File: src/rtl/fetch_aligner.sv
// fetch_aligner: turns a stream of 32-bit icache words into aligned RV32C/RV32I
// instructions. It keeps up to three halfwords in a buffer, issues word fetches
// while there is room, and handles redirects, including a response that is still
// in flight when the redirect arrives.
//
// Ports
//   clk_in, rst_in         clock, asynchronous active-low reset
//   rdy_in                 global enable; low freezes every register
//   flush_in, flush_pc_in  redirect request and its halfword-aligned target
//   mem_req_out            one-cycle fetch request (combinational in IDLE)
//   mem_addr_out           word address of the request
//   mem_valid_in           one-cycle response strobe, mem_data_in is the word
//   inst_valid_out         inst_out/pc_out/is_c_out describe a complete instruction
//   inst_ready_in          decoder takes the instruction this cycle
//   inst_out, pc_out       instruction (upper half zero when compressed) and its address
//   is_c_out               instruction is 16-bit
module fetch_aligner #(
    parameter logic [31:0] RESET_PC = 32'h0
) (
    input  logic        clk_in,
    input  logic        rst_in,
    input  logic        rdy_in,
    input  logic        flush_in,
    input  logic [31:0] flush_pc_in,
    output logic        mem_req_out,
    output logic [31:0] mem_addr_out,
    input  logic        mem_valid_in,
    input  logic [31:0] mem_data_in,
    output logic        inst_valid_out,
    input  logic        inst_ready_in,
    output logic [31:0] inst_out,
    output logic [31:0] pc_out,
    output logic        is_c_out
);

    localparam int unsigned XLEN  = 32;
    localparam int unsigned HW    = 16;
    localparam int unsigned BUF_W = 48;
    localparam int unsigned CNT_W = 2;

    typedef enum logic [1:0] {
        S_IDLE  = 2'd0,
        S_WAIT  = 2'd1,
        S_DRAIN = 2'd2
    } state_t;

    state_t            state_q, state_d;
    logic [BUF_W-1:0]  buf_q, buf_d, buf_s, app;
    logic [CNT_W-1:0]  cnt_q, cnt_d, cnt_s;
    logic [XLEN-1:0]   pc_q, pc_d;
    logic [XLEN-1:0]   fetch_addr_q, fetch_addr_d;
    logic              skip_lo_q, skip_lo_d;
    logic              comp_q, avail_q, req_c;
    logic              comp_d, valid_d;
    logic [XLEN-1:0]   inst_d;

    // Decode of the current buffer head; drives the consume decision.
    assign comp_q  = (buf_q[1:0] != 2'b11);
    assign avail_q = comp_q ? (cnt_q != 2'd0) : (cnt_q >= 2'd2);

    // Next-state: flush wins, otherwise consume (shift) first, then append.
    always_comb begin
        state_d      = state_q;
        buf_d        = buf_q;
        cnt_d        = cnt_q;
        pc_d         = pc_q;
        fetch_addr_d = fetch_addr_q;
        skip_lo_d    = skip_lo_q;
        buf_s        = buf_q;
        cnt_s        = cnt_q;
        app          = '0;
        req_c        = 1'b0;

        if (rdy_in) begin
            if (flush_in) begin
                buf_d        = '0;
                cnt_d        = '0;
                pc_d         = flush_pc_in;
                fetch_addr_d = {flush_pc_in[31:2], 2'b00};
                skip_lo_d    = flush_pc_in[1];
                // A response landing in the flush cycle already closes the
                // outstanding request, so there is nothing left to drain.
                if (state_q != S_IDLE) begin
                    state_d = mem_valid_in ? S_IDLE : S_DRAIN;
                end
            end else begin
                if (avail_q && inst_ready_in) begin
                    if (comp_q) begin
                        buf_s = buf_q >> HW;
                        cnt_s = cnt_q - 2'd1;
                        pc_d  = pc_q + 32'd2;
                    end else begin
                        buf_s = buf_q >> (2 * HW);
                        cnt_s = cnt_q - 2'd2;
                        pc_d  = pc_q + 32'd4;
                    end
                end
                buf_d = buf_s;
                cnt_d = cnt_s;

                case (state_q)
                    S_IDLE: begin
                        if (cnt_q <= 2'd1) begin
                            req_c        = 1'b1;
                            fetch_addr_d = fetch_addr_q + 32'd4;
                            state_d      = S_WAIT;
                        end
                    end
                    S_WAIT: begin
                        if (mem_valid_in) begin
                            // Halfwords above cnt are always zero, so OR appends.
                            if (skip_lo_q) begin
                                app       = {32'h0, mem_data_in[31:16]};
                                cnt_d     = cnt_s + 2'd1;
                                skip_lo_d = 1'b0;
                            end else begin
                                app   = {16'h0, mem_data_in};
                                cnt_d = cnt_s + 2'd2;
                            end
                            buf_d   = buf_s | (app << {cnt_s, 4'b0000});
                            state_d = S_IDLE;
                        end
                    end
                    S_DRAIN: begin
                        if (mem_valid_in) begin
                            state_d = S_IDLE;
                        end
                    end
                    default: state_d = S_IDLE;
                endcase
            end
        end

        comp_d  = (buf_d[1:0] != 2'b11);
        valid_d = comp_d ? (cnt_d != 2'd0) : (cnt_d >= 2'd2);
        inst_d  = '0;
        if (valid_d) begin
            inst_d = comp_d ? {16'h0, buf_d[15:0]} : buf_d[31:0];
        end
    end

    // Request is issued in the deciding cycle; held low while reset is asserted.
    assign mem_req_out  = req_c & rst_in;
    assign mem_addr_out = mem_req_out ? fetch_addr_q : '0;
    assign pc_out       = pc_q;

    // State and registered instruction outputs.
    always_ff @(posedge clk_in or negedge rst_in) begin
        if (!rst_in) begin
            state_q        <= S_IDLE;
            buf_q          <= '0;
            cnt_q          <= '0;
            pc_q           <= RESET_PC;
            fetch_addr_q   <= {RESET_PC[31:2], 2'b00};
            skip_lo_q      <= RESET_PC[1];
            inst_valid_out <= 1'b0;
            inst_out       <= '0;
            is_c_out       <= 1'b0;
        end else begin
            state_q        <= state_d;
            buf_q          <= buf_d;
            cnt_q          <= cnt_d;
            pc_q           <= pc_d;
            fetch_addr_q   <= fetch_addr_d;
            skip_lo_q      <= skip_lo_d;
            inst_valid_out <= valid_d;
            inst_out       <= inst_d;
            is_c_out       <= valid_d & comp_d;
        end
    end

endmodule

File: config.mk
export PLATFORM = sky130hd
export DESIGN_NAME = fetch_aligner
export DESIGN_NICKNAME = d
export VERILOG_FILES = /design/src/rtl/fetch_aligner.sv
export SDC_FILE = /design/constraint.sdc
export NUM_CORES = 1
export LEC_CHECK = 0
export BUFFER_PORTS_ARGS = -buffer_cell sky130_fd_sc_hd__buf_2
export CAP_MARGIN = 10
export CORE_MARGIN = 8
export CORE_UTILIZATION = 60
export DETAILED_ROUTE_END_ITERATION = 10
export PLACE_DENSITY = 0.85
export SLEW_MARGIN = 20
export SYNTH_ARGS = -nofsm -noshare
export SYNTH_HDL_FRONTEND = slang
export SYNTH_SLANG_ARGS = --single-unit
File: constraint.sdc
create_clock -name clk_in -period 4.5 [get_ports clk_in]
set_clock_uncertainty 0.15 [all_clocks]
set_input_delay 1.35 -clock clk_in [delete_from_list [all_inputs] [get_ports clk_in]]
set_output_delay 1.35 -clock clk_in [all_outputs]
set_load 0.01 [all_outputs]
==> results.rst, run 1 <==
.. list-table::
   :header-rows: 1

   * - Metric
     - Value
   * - Number of pins with negative max-slew slack in the final report
     - 0
   * - Number of nets at the end of the flow
     - between 1000 and 1500
   * - Count of endpoints failing setup in the final report
     - 0
   * - Die span in y
     - between 100 and 150 um
   * - Share of the synthesized area in the top cell type
     - about two fifths
   * - First-pass GRT wire length
     - approximately 47000 um
   * - Most prevalent standard cell on the critical path
     - buf_2
   * - Max-cap violations
     - 0
   * - Critical path start-end classification
     - in -> out
   * - Final hold violations
     - 0
   * - Bufs on Longest Clock Path
     - 2
   * - Syn. warnings
     - 0
   * - Count of input and output buffers
     - 166
   * - Total half-perimeter wirelength after legalization and detailed placement
     - 19700 um
   * - Total number of vias
     - roughly 9300
   * - Top FF cell, synth
     - dfrtp_1
   * - GR Util All Layers
     - a little under 30%
   * - Relative slew slack
     - about 35%
   * - Count of antenna diodes in the layout
     - 0
   * - Sinks on the clock net
     - about 150
   * - Initial DRT Pass Iterations
     - 6
   * - Maximum number of pins on one net before global-route repair
     - 92
   * - Root buffer cell
     - clkbuf_16
   * - Endpoint type of the worst setup path
     - output port
   * - Floorplan core area
     - around 0.015 mm^2
   * - Total Die Area
     - a little under 0.02 mm^2
   * - Number of instances in the synthesized netlist
     - roughly 1100
   * - Fmax achieved
     - between 200 and 300 MHz
   * - Worst hold slack after final layout
     - 0.342 ns
   * - Clock transition at the registers of the reported paths
     - 0.06 ns
   * - Count of nets left with antenna violations after detail routing
     - 0
   * - Register area
     - about 0.0037 mm^2
   * - Worst setup path startpoint
     - flush_in
   * - Average wire length per cell after detail routing
     - 21.1 um
   * - Sequential cell area fraction in the yosys report
     - 40.3%
   * - Final critical-path share of the clock period
     - 87.4%
   * - Number of unique standard cell types used by synthesis
     - 81
   * - Cell types occupying the most area after synthesis
     - dfrtp_1 40%, nand2_1 6.3%, a21oi_1 5.7%
   * - Post-cts hold buffer count
     - 0
   * - Total negative slack
     - 0 ns
   * - Top-level port count
     - approximately 170
   * - Area growth from synthesis to final layout
     - 17.0%
   * - Critical path launch point type
     - input pin
   * - Count of standard-cell rows
     - 45
   * - Fraction of synthesis flops using an asynchronous set or reset pin
     - 100%
   * - TritonCTS buffer count
     - 17
   * - Critical path fanouts, max
     - 31
   * - Mapped cell area
     - between 0.009 and 0.01 mm^2
   * - Number of antenna violations at the first check in global routing
     - 1
   * - CTS-repair resized insts
     - 0
   * - Static leakage
     - ~4.9 nW
   * - Tmin final
     - roughly 3.9 ns
   * - Mean instance size in the synthesized netlist
     - between 8 and 9 um^2
   * - Die X-Extent
     - approximately 140 um
   * - Footprint of the multi-input gates
     - between 0.005 and 0.006 mm^2
   * - Reg-to-reg startpoint
     - cnt_q[0]
   * - Synthesis-stage register bit count
     - approximately 150
   * - Cell type contributing the most total cell area after synthesis
     - dfrtp_1
   * - Actual transition at the worst max-transition pin
     - just under 1 ns
   * - Arrival time at the worst endpoint
     - 2.43 ns
   * - Vias/cell
     - 6.65
   * - Share of post-route cells with drive strength above 1
     - ~22%
   * - Clock latency on the worst-skew pair
     - 0.43 ns
   * - Data required, critical path
     - around 3.0 ns
   * - Final core utilization
     - 71.4%
   * - Total congestion overflow
     - 0
   * - Setup repair after global routing missed its margin
     - no
   * - Setup fix buffers added after clock tree synthesis
     - 0
   * - Cell with the biggest individual delay on the critical path
     - buf_4
   * - Drt drc
     - 0
   * - Filler Cells Inserted
     - ~1100
   * - Biggest cell delay along the critical path
     - 0.24 ns
   * - Effective utilization at floorplan
     - slightly above 60%
   * - Cells along the critical path
     - buf_2, nor2b_1, and4_1, buf_4, and2_1, buf_2
   * - Type of the most critical hold path
     - reg -> reg
   * - TritonCTS clock tree
     - done
   * - Run status
     - completed
   * - EDFF count, synth
     - 0
   * - Maximum resistive drop on vdd
     - 0.000311 V
   * - Pwr Density
     - a little under 500 mW/mm^2
   * - Total number of H-tree levels
     - 4
   * - Number of design-rule violations left by the first detailed-router iteration
     - ~1200
   * - Hold Crit Start
     - pc_out[0]
   * - Final routed wirelength across all metal layers
     - around 30000 um
   * - Routability congestion estimate
     - just over 0.9
   * - Vias in the first global route
     - approximately 9000
[synthesized netlist by cell type, types with 13 or more instances]
library cell	instances
nand2_1	154
and2_1	50
a21oi_1	105
o2bb2ai_1	13
nor4b_1	14
nand4_1	16
a22o_1	16
nor2_1	33
o21ai_0	74
nand3_1	47
mux2i_1	22
and3_1	18
inv_1	19
a22oi_1	38
dfrtp_1	149
clkbuf_1	48
[critical path, delay by kind of cell]
family | cells | cell delay [ns]
AND/OR/NAND/NOR | 3 | 0.59
buffers and inverters | 3 | 0.48
[cells in the final DEF, fill, tap and decap left out, types with 5 or more instances in the layout]
cell type	synthesis	routed
a22oi_1	38	38
o221ai_1	12	12
o211ai_1	5	5
nor2_1	33	33
nand3_1	47	47
clkbuf_16	0	17
nor2b_1	5	5
a2bb2oi_1	12	12
o22ai_1	8	8
or2_1	6	6
dfrtp_1	149	149
nor4_1	5	5
and4_1	5	5
mux2i_1	22	22
buf_2	11	165
a22o_1	16	16
nor3_1	10	10
o21ai_0	74	74
and2_1	50	50
o21ai_1	11	10
xnor2_1	10	10
xor2_1	6	6
a21o_1	6	6
a21oi_1	105	105
nand2_1	154	154
a31oi_1	5	5
buf_4	9	30
ha_1	8	8
nand4_1	16	16
o41ai_1	5	5
nor4b_1	14	14
o31ai_1	7	7
o2bb2ai_1	13	13
and3_1	18	18
or2_2	8	8
inv_1	19	19
[power by group]
| part | internal [W] | switching, W | leakage (nW) |
|---|---|---|---|
| registers | 0.00161 | 0.000305 | 1.93 |
| logic | 0.000731 | 0.00117 | 2.67 |
| clock network | 0.000957 | 0.000578 | 0.306 |
[through the flow]
| step | setup WS [ns] | cell area [um^2] | instances | total power, W |
|---|---|---|---|---|
| 3_3_place_gp | 0.671 | 10200 | 1366 | 0.00370 |
| 2_1_floorplan | 0.498 | 9250 | 1061 | 0.00315 |
| 4_1_cts | 0.557 | 10800 | 1398 | 0.00533 |
| 6_report | 0.567 | 10800 | 1398 | 0.00535 |
| 5_1_grt | 0.433 | 10800 | 1398 | 0.00561 |
| 3_5_place_dp | 0.567 | 10200 | 1366 | 0.00377 |
[state kept, by name (all words and copies together), names as in the netlist]
signal / flops
inst_valid_out: 1
pc_out: 32
cnt_q: 2
is_c_out: 1
state_q: 2
buf_q: 48
inst_out: 32
fetch_addr_q: 30
skip_lo_q: 1
[final timing paths]
path,endpoint,cells past startpoint,slack [ns]
max in group asynchronous,fetch_addr_q[27],3,2.08
max,mem_addr_out[7],6,0.57
min reg2reg,pc_out[0],2,0.34
min,pc_out[0],2,0.34
min in group asynchronous,buf_q[44],2,0.87
max reg2reg,inst_out[10],9,1.14
[routing by layer]
layer  up-vias  global-route usage [%]  wire length [um]
met2       626                    47.9             13700
li1       4162                       -                 -
met4         2                    14.5              1220
met5         -                       0                12
met3       126                    7.34              3250
met1      4387                    36.7             11300
[final cells by class]
cell class / instances / share of cell area, %
Clock buffer: 20 / 4.22
Clock inverter: 12 / 1.63
Inverter: 21 / 0.728
Multi-Input combinational cell: 812 / 47.0
Sequential cell: 149 / 34.5
Tap cell: 188 / 2.17
Timing Repair Buffer: 196 / 9.82
[cell families after synthesis]
logic type / after synthesis / synth area share (%)
muxes: 22 / 2.38
buffers and inverters: 100 / 4.82
and+or+nand+nor: 407 / 24.0
AOI/OAI and AO/OA: 357 / 25.9
other: 1 / 0.0405
xor gates and xnor gates: 16 / 1.52
DFF: 149 / 40.3
adders and majority gates: 8 / 1.08
Note: power is estimated with default switching activity, not from simulation.
==> run 2, diff against run 1 <==
CTS_BUF_LIST = sky130_fd_sc_hd__clkbuf_8   (was default)
==> run 2 against run 1 <==
Combinational power about the same. Critical path depth unchanged. Fmax rose by 0.59%. Register-to-register slack got worse by 0.02 ns. Final cell count unchanged. Global-route usage is 0.92 points lower. Critical endpoint unchanged. Core utilization fell by 1.3 points. Via count fell by 0.47%. Die area stayed put. Worst setup slack better by 0.023 ns. Clock power is 25% lower.
==> results.rst, run 2 (same netlist as run 1, synthesis figures left out) <==
.. list-table::
   :header-rows: 1

   * - Metric
     - Value
   * - Run status
     - completed (unchanged)
   * - Met2 global-route usage
     - 46.5% (was 47.9%)
   * - Global route hottest layer
     - met2 (unchanged)
   * - Final hold violations
     - 0 (unchanged)
   * - Initial DRT Pass Iterations
     - 6 (unchanged)
   * - CTS-repair resized insts
     - 0 (unchanged)
   * - Number of buffers and inverters on the critical path
     - 3 (unchanged)
   * - Clock transition at the registers of the reported paths
     - 0.08 ns (was 0.06 ns)
   * - Met3 Usage GRT
     - 7.20% (was 7.34%)
   * - Number of nets at the end of the flow
     - 1275 (unchanged)
   * - First-pass GRT wire length
     - 46000 um (was 47300 um)
   * - Drt drc
     - 0 (unchanged)
   * - Vias/cell
     - 6.62 (was 6.65)
   * - Biggest cell delay along the critical path
     - 0.24 ns (about the same)
   * - Type of the most critical hold path
     - reg -> reg (unchanged)
   * - Tmin final
     - 3.91 ns (was 3.93 ns)
   * - TritonCTS buffer count
     - 17 (unchanged)
   * - Most common cell after layout, fill and taps aside
     - buf_2 (unchanged)
   * - Total number of H-tree levels
     - 4 (unchanged)
   * - TritonCTS clock tree
     - done (unchanged)
   * - Flip-flop count of the largest register, all copies and words added
     - 48 (unchanged)
   * - Vias in the first global route
     - 8857 (was 9004)
   * - Data required, critical path
     - 3.00 ns (about the same)
   * - Setup repair after global routing missed its margin
     - no (unchanged)
   * - Count of input and output buffers
     - 166 (unchanged)
   * - Count of endpoints failing setup in the final report
     - 0 (unchanged)
   * - Count of antenna diodes in the layout
     - 0 (unchanged)
   * - Instance area after placement
     - 0.0102 mm^2 (unchanged)
   * - Maximum number of pins on one net before global-route repair
     - 92 (unchanged)
   * - Relative slew slack
     - 34.9% (was 35.4%)
   * - Count of standard-cell rows
     - 45 (unchanged)
   * - Largest register by flop count
     - buf_q (unchanged)
   * - Met1 usage in global routing
     - 36.0% (was 36.7%)
   * - Total Die Area
     - 0.0196 mm^2 (unchanged)
   * - Root buffer cell
     - clkbuf_8 (was clkbuf_16)
   * - Total congestion overflow
     - 0 (unchanged)
   * - Count of nets left with antenna violations after detail routing
     - 0 (unchanged)
   * - Average wire length per cell after detail routing
     - 20.6 um (was 21.1 um)
   * - Die X-Extent
     - 140 um (unchanged)
   * - Bufs on Longest Clock Path
     - 2 (unchanged)
   * - Number of design-rule violations left by the first detailed-router iteration
     - 1021 (was 1237)
   * - Summed area of non-filler cells in the final layout
     - 0.0106 mm^2 (was 0.0108 mm^2)
   * - Clock latency on the worst-skew pair
     - 0.47 ns (was 0.43 ns)
   * - Total number of vias
     - 9259 (was 9303)
   * - Effective utilization at floorplan
     - 61.1% (unchanged)
   * - Critical path start-end classification
     - in -> out (unchanged)
   * - Total negative slack
     - 0 ns (unchanged)
   * - Most prevalent standard cell on the critical path
     - buf_2 (unchanged)
   * - Setup fix buffers added after clock tree synthesis
     - 0 (unchanged)
   * - Cell with the biggest individual delay on the critical path
     - buf_4 (unchanged)
   * - Critical path fanouts, max
     - 31 (unchanged)
   * - Die span in y
     - 140 um (unchanged)
   * - Static leakage
     - 4.82 nW (was 4.90 nW)
   * - Final critical-path share of the clock period
     - 86.9% (was 87.4%)
   * - Leading cell types in the layout, fill and taps excluded
     - 165 x buf_2, 154 x nand2_1, 149 x dfrtp_1 (unchanged)
   * - Endpoint type of the worst setup path
     - output port (unchanged)
   * - Number of antenna violations at the first check in global routing
     - 1 (unchanged)
   * - Floorplan core area
     - 0.0151 mm^2 (unchanged)
   * - Final routed wirelength across all metal layers
     - 28800 um (was 29500 um)
   * - Total half-perimeter wirelength after legalization and detailed placement
     - 19700 um (unchanged)
   * - Critical path launch point type
     - input pin (unchanged)
   * - Area growth from synthesis to final layout
     - 14.9% (was 17.0%)
   * - Maximum resistive drop on vdd
     - 0.000264 V (was 0.000311 V)
   * - Routability congestion estimate
     - 0.923 (unchanged)
   * - Top-level port count
     - 169 (unchanged)
   * - Gate family responsible for the most delay along the worst path
     - simple AND/OR/NAND/NOR gates (unchanged)
   * - GR Util All Layers
     - 28.8% (was 29.7%)
   * - Actual transition at the worst max-transition pin
     - 0.976 ns (was 0.968 ns)
   * - Post-cts hold buffer count
     - 0 (unchanged)
   * - Pwr Density
     - 467 mW/mm^2 (was 495 mW/mm^2)
   * - Cells along the critical path
     - buf_2, nor2b_1, and4_1, buf_4, and2_1, buf_2 (unchanged)
   * - Arrival time at the worst endpoint
     - 2.41 ns (was 2.43 ns)
   * - Sinks on the clock net
     - 149 (unchanged)
   * - Share of post-route cells with drive strength above 1
     - 22.4% (unchanged)
   * - Number of pins with negative max-slew slack in the final report
     - 0 (unchanged)
   * - Fmax achieved
     - 256 MHz (was 254 MHz)
   * - Max-cap violations
     - 0 (unchanged)
[run 2: changes by cell type in the layout (fill, tap and decap cells not counted), sizes merged]
| cell | previous run | this run |
|---|---|---|
| clkbuf | 20 | 19 |
| inv | 21 | 22 |
[run 2: routing by layer]
layer,wire length (um),vias to the layer above
li1,-,4172
met1,11300,4418
met2,13600,596
met3,3080,71
met4,802,2
met5,12,-
[run 2: final cells by class]
cell class	instances	area, um^2
Clock inverter	13	180
Fill cell	1154	4520
Timing Repair Buffer	196	1060
Inverter	21	78.8
Clock buffer	19	262
Tap cell	188	235
Multi-Input combinational cell	812	5080
Sequential cell	149	3730
[run 2: path summary, 6_finish.rpt]
path / start / to / slack (ns) / depth (start not counted)
hold / removal: pc_out[0] / pc_out[0] / 0.35 / 2
min in group asynchronous: rst_in / buf_q[44] / 0.83 / 2
setup reg to reg: cnt_q[0] / inst_out[10] / 1.12 / 9
max in group asynchronous: rst_in / fetch_addr_q[27] / 2.12 / 3
hold reg to reg: pc_out[0] / pc_out[0] / 0.35 / 2
setup / recovery: flush_in / mem_addr_out[7] / 0.59 / 6
[run 2: report_power, final]
group | internal, W | switching, W
Combinational | 0.000731 | 0.00116
Clock | 0.000632 | 0.000532
Sequential | 0.00161 | 0.000304
[run 2: worst register-to-register path, delay by kind of cell, from the launching register on]
kind                     cells  cell delay [ns]
multiplexers                 1             0.25
AO/OA/AOI/OAI                3             0.72
flip-flops                   1             0.51
AND/OR/NAND/NOR              2             0.79
buffers and inverters        2             0.49
adder cells (fa/ha/maj)      1             0.33
[run 2: through the flow]
step / total power [W] / setup slack (ns) / cells / hold slack [ns] / util (%)
floorplan: 0.00315 / 0.498 / 1061 / 0.324 / -
global placement: 0.00370 / 0.671 / 1366 / 0.305 / 67.3
detailed placement: 0.00377 / 0.567 / 1366 / 0.332 / 67.3
CTS: 0.00493 / 0.557 / 1398 / 0.351 / 70.2
global route: 0.00523 / 0.433 / 1398 / 0.361 / 70.2
finish: 0.00496 / 0.591 / 1398 / 0.349 / 70.2
==> run 3, diff against run 2 <==
REMOVE_ABC_BUFFERS = 1   (was default)
==> run 3 against run 2 <==
Core utilization decreased by 0.26 points. Combinational power hardly changed. Die area is the same. Critical path type is now reg -> out.
==> results.rst, run 3 (same netlist as run 1, synthesis figures left out) <==
.. list-table::
   :header-rows: 1

   * - Metric
     - Value
   * - Footprint of the multi-input gates
     - 0.00508 mm^2 (about the same)
   * - Routability congestion estimate
     - 0.955 (was 0.923)
   * - Type of the most critical hold path
     - reg -> reg (unchanged)
   * - Data required, critical path
     - 3.00 ns (about the same)
   * - Vias/cell
     - 6.63 (was 6.62)
   * - Largest register by flop count
     - buf_q (unchanged)
   * - GR Util All Layers
     - 28.9% (was 28.8%)
   * - Count of input and output buffers
     - 166 (unchanged)
   * - Number of pins with negative max-slew slack in the final report
     - 0 (unchanged)
   * - Drt drc
     - 0 (unchanged)
   * - Cell count after placement
     - 1367 (was 1366)
   * - First-pass GRT wire length
     - 45800 um (was 46000 um)
   * - Worst slack at placement
     - 0.666 ns (was 0.567 ns)
   * - Number of design-rule violations left by the first detailed-router iteration
     - 929 (was 1021)
   * - Worst setup slack after layout
     - 0.654 ns (was 0.591 ns)
   * - Vias in the first global route
     - 8969 (was 8857)
   * - Die span in y
     - 140 um (unchanged)
   * - Count of nets left with antenna violations after detail routing
     - 0 (unchanged)
   * - Setup fix buffers added after clock tree synthesis
     - 0 (unchanged)
   * - Endpoint type of the worst setup path
     - output port (unchanged)
   * - Fmax achieved
     - 260 MHz (was 256 MHz)
   * - Effective utilization at floorplan
     - 61.1% (unchanged)
   * - Final critical-path share of the clock period
     - 85.5% (was 86.9%)
   * - Average wire length per cell after detail routing
     - 20.6 um (about the same)
   * - TritonCTS clock tree
     - done (unchanged)
   * - Post-cts hold buffer count
     - 0 (unchanged)
   * - Max-cap violations
     - 0 (unchanged)
   * - Critical path start-end classification
     - reg -> out (was in -> out)
   * - Total number of H-tree levels
     - 4 (unchanged)
   * - Pwr Density
     - 461 mW/mm^2 (was 467 mW/mm^2)
   * - Die X-Extent
     - 140 um (unchanged)
   * - Setup repair after global routing missed its margin
     - no (unchanged)
   * - Initial DRT Pass Iterations
     - 5 (was 6)
   * - Most common cell after layout, fill and taps aside
     - buf_2 (unchanged)
   * - Total half-perimeter wirelength after legalization and detailed placement
     - 19500 um (was 19700 um)
   * - Flip-flop count of the largest register, all copies and words added
     - 48 (unchanged)
   * - Maximum resistive drop on vdd
     - 0.000231 V (was 0.000264 V)
   * - Count of antenna diodes in the layout
     - 0 (unchanged)
   * - CTS-repair resized insts
     - 0 (unchanged)
   * - Sinks on the clock net
     - 149 (unchanged)
   * - Final core utilization
     - 69.9% (was 70.2%)
   * - Clock latency on the worst-skew pair
     - 0.47 ns (about the same)
   * - Final hold violations
     - 0 (unchanged)
   * - Share of post-route cells with drive strength above 1
     - 22.4% (unchanged)
   * - Number of antenna violations at the first check in global routing
     - 1 (unchanged)
   * - Floorplan core area
     - 0.0151 mm^2 (unchanged)
   * - Actual transition at the worst max-transition pin
     - 1.07 ns (was 0.976 ns)
   * - Maximum number of pins on one net before global-route repair
     - 84 (was 92)
   * - Clock transition at the registers of the reported paths
     - 0.08 ns (about the same)
   * - Bufs on Longest Clock Path
     - 2 (unchanged)
   * - Critical path launch point type
     - flip-flop (was input pin)
   * - Leading cell types in the layout, fill and taps excluded
     - 165 x buf_2, 154 x nand2_1, 149 x dfrtp_1 (unchanged)
   * - Count of endpoints failing setup in the final report
     - 0 (unchanged)
   * - Register area
     - 0.00373 mm^2 (unchanged)
   * - Area growth from synthesis to final layout
     - 14.5% (was 14.9%)
   * - Final routed wirelength across all metal layers
     - 28800 um (about the same)
   * - Top-level port count
     - 169 (unchanged)
   * - Filler Cells Inserted
     - 1221 (was 1154)
   * - Arrival time at the worst endpoint
     - 2.35 ns (was 2.41 ns)
   * - Number of nets at the end of the flow
     - 1276 (was 1275)
   * - Post-Layout Cell Count
     - 1398 (unchanged)
   * - Tmin final
     - 3.85 ns (was 3.91 ns)
   * - TritonCTS buffer count
     - 17 (unchanged)
   * - Static leakage
     - 4.82 nW (about the same)
   * - Relative slew slack
     - 28.6% (was 34.9%)
   * - Count of standard-cell rows
     - 45 (unchanged)
   * - Total power draw
     - 0.00488 W (was 0.00496 W)
   * - Root buffer cell
     - clkbuf_8 (unchanged)
   * - Critical path fanouts, max
     - 31 (unchanged)
   * - Total number of vias
     - 9262 (was 9259)
   * - Total congestion overflow
     - 0 (unchanged)
   * - Total Die Area
     - 0.0196 mm^2 (unchanged)
   * - Run status
     - completed (unchanged)
-- run 3: final timing paths --
check / start / endpoint / slack [ns] / depth (start not counted)
hold reg to reg: pc_out[0] / pc_out[0] / 0.34 / 2
min in group asynchronous: rst_in / pc_out[20] / 0.92 / 2
setup / recovery: cnt_q[1] / mem_addr_out[30] / 0.65 / 7
max in group asynchronous: rst_in / inst_out[27] / 1.98 / 3
setup reg to reg: cnt_q[0] / pc_out[11] / 1.17 / 8
hold / removal: pc_out[0] / pc_out[0] / 0.34 / 2
-- run 3: power breakdown --
| group | switching, W | internal (W) | leakage (nW) | total (W) |
|---|---|---|---|---|
| combinational | 0.00116 | 0.000736 | 2.68 | 0.00190 |
| sequential | 0.000308 | 0.00161 | 1.93 | 0.00191 |
| clock | 0.000515 | 0.000549 | 0.214 | 0.00106 |
-- run 3: through the flow --
step / instance area [um^2] / hold slack, ns / setup TNS [ns]
after floorplan: 8890 / 0.325 / -0.186
after global placement: 10200 / 0.310 / 0
after detailed placement: 10200 / 0.322 / 0
after CTS: 10600 / 0.339 / 0
after global routing: 10600 / 0.358 / 0
final: 10600 / 0.338 / 0
-- run 3: layout make-up --
cell class | count | area share [%]
Clock inverter | 13 | 1.34
Inverter | 21 | 0.744
Tap cell | 188 | 2.22
Timing Repair Buffer | 197 | 10.1
Clock buffer | 18 | 2.34
Sequential cell | 149 | 35.2
Multi-Input combinational cell | 812 | 48.0
-- run 3: per-layer routing --
| metal | routed length (um) | GRT usage (%) | vias to the layer above | part of all wire (%) |
|---|---|---|---|---|
| met4 | 1100 | 14.3 | 2 | 3.8 |
| met5 | 12 | 0 | - | 0.042 |
| met2 | 13400 | 46.4 | 612 | 46 |
| li1 | - | - | 4157 | - |
| met1 | 11100 | 35.7 | 4385 | 38 |
| met3 | 3260 | 7.37 | 106 | 11 |
-- run 3: critical path, stage by stage (launching register included) --
cell and delay, ns:
dfrtp_1 0.48, inv_1 0.10, ha_1 0.18, nand2b_1 0.31
and4_1 0.30, buf_4 0.20, and2_1 0.18, buf_2 0.14
